`src/rtl/axi_read_master.sv`:
```
// AXI4 single-burst read initiator: drives AR, forwards R beats downstream,
// and flags error responses and RLAST/beat-count disagreement.
module axi_read_master #(
    parameter int DATA_WIDTH    = 32,
    parameter int ADDRESS_WIDTH = 8,
    parameter int MAX_SIZE      = $clog2(DATA_WIDTH / 8)
) (
    input  logic                     aclk,
    input  logic                     areset,
    input  logic [ADDRESS_WIDTH-1:0] cmd_addr,
    input  logic [7:0]               cmd_len,
    input  logic [2:0]               cmd_size,
    input  logic                     cmd_valid,
    output logic                     cmd_ready,
    output logic [ADDRESS_WIDTH-1:0] araddr,
    output logic [7:0]               arlen,
    output logic [2:0]               arsize,
    output logic [1:0]               arburst,
    output logic                     arvalid,
    input  logic                     arready,
    input  logic [DATA_WIDTH-1:0]    rdata,
    input  logic [1:0]               rresp,
    input  logic                     rlast,
    input  logic                     rvalid,
    output logic                     rready,
    output logic [DATA_WIDTH-1:0]    out_data,
    output logic                     out_last,
    output logic                     out_valid,
    input  logic                     out_ready,
    output logic                     busy,
    output logic                     done,
    output logic                     resp_err,
    output logic                     last_err
);

    typedef enum logic [1:0] {
        S_IDLE,
        S_ADDR,
        S_DATA
    } state_t;

    state_t                   r_state;
    logic [ADDRESS_WIDTH-1:0] r_araddr;
    logic [7:0]               r_arlen;
    logic [2:0]               r_arsize;
    logic                     r_arvalid;
    logic [8:0]               r_beats;
    logic                     r_done;
    logic                     r_resp_err;
    logic                     r_last_err;

    logic       w_in_data;
    logic       w_beat;
    logic       w_final;
    logic [2:0] w_size;

    assign w_in_data = (r_state == S_DATA);
    assign w_beat    = w_in_data && rvalid && out_ready;
    assign w_final   = (r_beats == 9'd1);
    assign w_size    = (cmd_size > 3'(MAX_SIZE)) ? 3'(MAX_SIZE) : cmd_size;

    always_ff @(posedge aclk or posedge areset) begin
        if (areset) begin
            r_state    <= S_IDLE;
            r_araddr   <= '0;
            r_arlen    <= '0;
            r_arsize   <= '0;
            r_arvalid  <= 1'b0;
            r_beats    <= '0;
            r_done     <= 1'b0;
            r_resp_err <= 1'b0;
            r_last_err <= 1'b0;
        end else begin
            r_done <= 1'b0;
            case (r_state)
                S_IDLE: begin
                    if (cmd_valid) begin
                        r_araddr   <= cmd_addr;
                        r_arlen    <= cmd_len;
                        r_arsize   <= w_size;
                        r_beats    <= {1'b0, cmd_len} + 9'd1;
                        r_resp_err <= 1'b0;
                        r_last_err <= 1'b0;
                        r_arvalid  <= 1'b1;
                        r_state    <= S_ADDR;
                    end
                end
                S_ADDR: begin
                    if (arready) begin
                        r_arvalid <= 1'b0;
                        r_state   <= S_DATA;
                    end
                end
                S_DATA: begin
                    if (w_beat) begin
                        r_beats <= r_beats - 9'd1;
                        if (rresp != 2'b00) r_resp_err <= 1'b1;
                        if (rlast != w_final) r_last_err <= 1'b1;
                        // Early rlast only flags; the burst ends on the count.
                        if (w_final) begin
                            r_done  <= 1'b1;
                            r_state <= S_IDLE;
                        end
                    end
                end
                default: r_state <= S_IDLE;
            endcase
        end
    end

    assign cmd_ready = (r_state == S_IDLE);
    assign busy      = (r_state != S_IDLE);
    assign araddr    = r_araddr;
    assign arlen     = r_arlen;
    assign arsize    = r_arsize;
    assign arburst   = 2'b01;
    assign arvalid   = r_arvalid;
    assign rready    = w_in_data && out_ready;
    assign out_valid = w_in_data && rvalid;
    assign out_data  = rdata;
    assign out_last  = w_in_data && w_final;
    assign done      = r_done;
    assign resp_err  = r_resp_err;
    assign last_err  = r_last_err;

endmodule

```
`config.mk`:
```
export PLATFORM = sky130hd
export DESIGN_NAME = axi_read_master
export DESIGN_NICKNAME = d
export VERILOG_FILES = /design/src/rtl/axi_read_master.sv
export SDC_FILE = /design/constraint.sdc
export NUM_CORES = 1
export LEC_CHECK = 0
export ABC_CLOCK_PERIOD_IN_PS = 1700
export CORE_ASPECT_RATIO = 1.5
export CORE_MARGIN = 2
export CORE_UTILIZATION = 34
export CTS_BUF_LIST = sky130_fd_sc_hd__clkbuf_8
export DETAILED_ROUTE_END_ITERATION = 6
export GPL_TIMING_DRIVEN = 0
export PLACE_DENSITY = 0.78
export SYNTH_ARGS = -nofsm -noshare
export SYNTH_HDL_FRONTEND = slang
export SYNTH_SLANG_ARGS = --single-unit
```
`constraint.sdc`:
```
create_clock -name aclk -period 1.7 [get_ports aclk]
set_input_delay 0.17 -clock aclk [delete_from_list [all_inputs] [get_ports aclk]]
set_output_delay 0.17 -clock aclk [all_outputs]
set_load 0.005 [all_outputs]
```
==> impl_metrics.env <==
export IMPL_status="completed"
export IMPL_grt_pass1_vias=1968
export IMPL_leakagePower_uw=0.00141
export IMPL_cp_required_ps=1860
export IMPL_cp_max_fo=3
export IMPL_finish_utilization=0.571
export IMPL_gp_congestion=0.897
export IMPL_internal_power_uw=2900
export IMPL_portBuffers=87
export IMPL_arrival_ps=1840
export IMPL_clockPowerShare=0.145
export IMPL_hold_viol=0
export IMPL_syn_area_sq_um=1970
export IMPL_seqPwrFrac=0.341
export IMPL_period_share=0.988
export IMPL_rows=34
export IMPL_drtIter0Drc=45
export IMPL_reg2reg_from="r_beats[1]$_DFFE_PP0P_"
export IMPL_path_clk_slew_ps=70
export IMPL_clock_sinks=34
export IMPL_grt_busiest_layer="met2"
export IMPL_vias_per_cell=4.94
export IMPL_hpwl_microns=3690
export IMPL_gr_usage_met3=0.0406
export IMPL_ys_async_sr_fraction=1.00
export IMPL_fin_skew_ps=8.08
export IMPL_finalMaxSlewViolations=0
export IMPL_rsz0062_at_grt="true"
export IMPL_hp_class="in -> async"
export IMPL_num_vias=1881
export IMPL_synth_cell_type_count=42
export IMPL_antenna_cells=0
export IMPL_combinationalPowerShare=0.514
export IMPL_drtPass1Iterations=4
export IMPL_fin_area_sq_um=3260
export IMPL_wire_per_inst_microns=13.6
export IMPL_clock_path_buffers=2
export IMPL_crit_start="r_beats[1]$_DFFE_PP0P_"
export IMPL_grt_pass1_wl_microns=8450
export IMPL_cts_root_buf="clkbuf_8"
export IMPL_cts_tree="built"
export IMPL_grt_overflow=0
export IMPL_die_w_microns=66.2
export IMPL_use_met2=0.301
export IMPL_gr_usage_met1=0.166
export IMPL_maxSlewHeadroom=0.524
export IMPL_syn_inst=199
export IMPL_drc=0
export IMPL_synth_edf_count=0
export IMPL_drv_cap=0
export IMPL_p_switching_uw=1460
export IMPL_synthesis_nets=262
export IMPL_dieArea_sq_um=6430
export IMPL_crit_path_end_kind="register"
export IMPL_grt_max_degree=35
export IMPL_htree_levels=2
export IMPL_coreArea_sq_um=5700
export IMPL_switching_share=0.335
export IMPL_start_util=0.346
export IMPL_path_class="reg -> reg"
export IMPL_r2r_end="r_beats[6]$_DFFE_PP0P_"
export IMPL_ant_nets=0
export IMPL_worst_slew_pin_slew_ps=712
export IMPL_fmax_mhz=596
export IMPL_min_period_ps=1680
export IMPL_reg2regPathDepth=6
export IMPL_r2r_slack_ps=20
export IMPL_io_pins=122
export IMPL_grt_usage=0.165
export IMPL_ir_drop_v=0.000851
export IMPL_synth_seq_area_share=0.432
export IMPL_drive_gt1_frac=0.337
export IMPL_syn_avg_cell_area_sq_um=9.90
export IMPL_ys_flop_type="dfrtp_1"
export IMPL_p_per_area_nw_per_um2=1340
export IMPL_nNetsFinal=371
export IMPL_numCtsBuffers=5
export IMPL_cp_start_kind="register"
export IMPL_postPlaceCellArea_sq_um=2940
export IMPL_clock_latency_ps=290
export IMPL_antenna_found_initial=0
export IMPL_syn2layout_area_growth_pct=65.3
export IMPL_yosys_warnings=0
export IMPL_synth_seq_cells=34
export IMPL_final_setup_viol_count=0
export IMPL_die_h_microns=97.2
export IMPL_finalWirelength_microns=5170
## sequential cells by signal, indices dropped and copies added, names as in the netlist
signal    cells
arvalid       1
resp_err      1
r_beats       9
last_err      1
arsize        3
araddr        8
done          1
arlen         8
r_state       2
## cells in the final DEF (no fill, tap or decap), types with 2 or more instances in the layout
cell             netlist  routed
a21oi_1                9       9
and2_1                 3       3
buf_4                 34      49
buf_6                  3       3
clkbuf_8               0       7
clkdlybuf4s50_1        0      82
conb_1                 2       2
dfrtp_1               34      30
dfrtp_2                0       4
dlygate4sd2_1          0       4
ha_1                   3       2
inv_1                  7       4
inv_2                  0       3
mux2_2                16      16
nand2_1               12      12
nand3_1                6       6
nor2_1                12      12
nor3_1                 6       6
o21ai_0               10       7
o21ai_1                4       4
o21ai_2                0       3
or3b_4                 0       2
xnor2_1                4       4
xor2_1                 2       2
## layer usage
metal,part of all wire,wire (microns)
met4,0.025,131
met5,0,0
met3,0.084,434
met1,0.34,1760
met2,0.55,2850
## stage by stage
step	worst slack (ps)	power (uW)	hold slack [ps]	instances	TNS, ps
finish	21.1	4350	313	381	0
global route	-75.0	4640	381	381	-141
CTS	-20.4	4210	430	381	-75.7
detailed placement	-259	3300	478	358	-3890
global placement	-237	3230	464	358	-3560
floorplan	49.8	2350	306	199	0
## worst max path at each step
stage | cells after the start | endpoint | slack [ps]
2_1_floorplan | 6 | r_beats[6]$_DFFE_PP0P_ | 50
3_3_place_gp | 4 | out_last | -240
3_5_place_dp | 4 | out_last | -260
4_1_cts | 6 | araddr[4]$_DFFE_PP0P_ | -20
5_1_grt | 6 | r_beats[6]$_DFFE_PP0P_ | -80
6_report | 6 | r_beats[6]$_DFFE_PP0P_ | 20
## layout make-up
class / count / area (sq um)
Buffer: 39 / 312
Clock buffer: 6 / 82.6
Clock inverter: 2 / 12.5
Fill cell: 495 / 2440
Inverter: 7 / 26.3
Multi-Input combinational cell: 117 / 868
Sequential cell: 34 / 856
Tap cell: 72 / 90.1
Timing Repair Buffer: 104 / 1010
## critical path, stage by stage, from the launching register on
cell and delay (ps):
dfrtp_1 400, inv_2 100, ha_4 140, or3b_4 400, o311a_1 310, a21oi_2 100, o221ai_1 100
## cells in the mapped netlist, types with 2 or more instances
cell / number / area share
nand3_1: 6 / 0.015
nor3_1: 6 / 0.015
conb_1: 2 / 0.0038
nor2_1: 12 / 0.023
inv_1: 7 / 0.013
xor2_1: 2 / 0.0089
xnor2_1: 4 / 0.018
a21oi_1: 9 / 0.023
buf_4: 34 / 0.13
nand2b_1: 2 / 0.0063
buf_6: 3 / 0.017
nand2_1: 12 / 0.023
and2_1: 3 / 0.0095
clkbuf_1: 2 / 0.0038
mux2_2: 16 / 0.091
nor4b_1: 3 / 0.013
buf_2: 2 / 0.0051
ha_1: 3 / 0.019
nor4_1: 3 / 0.0095
dfrtp_1: 34 / 0.43
o21ai_1: 4 / 0.010
o21ai_0: 10 / 0.025
## logic make-up after synthesis
family                     Yosys count  share of synthesized area
xor gates and xnor gates             6                     0.0267
adders and majority gates            3                     0.0190
buffers and inverters               48                      0.169
muxes                               17                     0.0965
AOI/OAI and AO/OA                   34                      0.107
other                                2                    0.00381
DFF                                 34                      0.432
and+or+nand+nor                     55                      0.146
## power groups by stage
stage | sequential, uW | clock [uW] | combinational, uW
global route | 1530 | 690 | 2420
detailed placement | 1460 | 0 | 1830
floorplan | 1440 | 0 | 917
global placement | 1440 | 0 | 1790
CTS | 1450 | 639 | 2120
finish | 1480 | 632 | 2240
## timing repair
item | in CTS | in global routing
setup endpoints to repair | 8 | 20
buffers inserted | 16 | 0
hold buffers | 0 | 0
pin swaps | 3 | 4
cloned | 0 | 1
resized for setup | 24 | 13
Power figures use the tool's default switching activity.
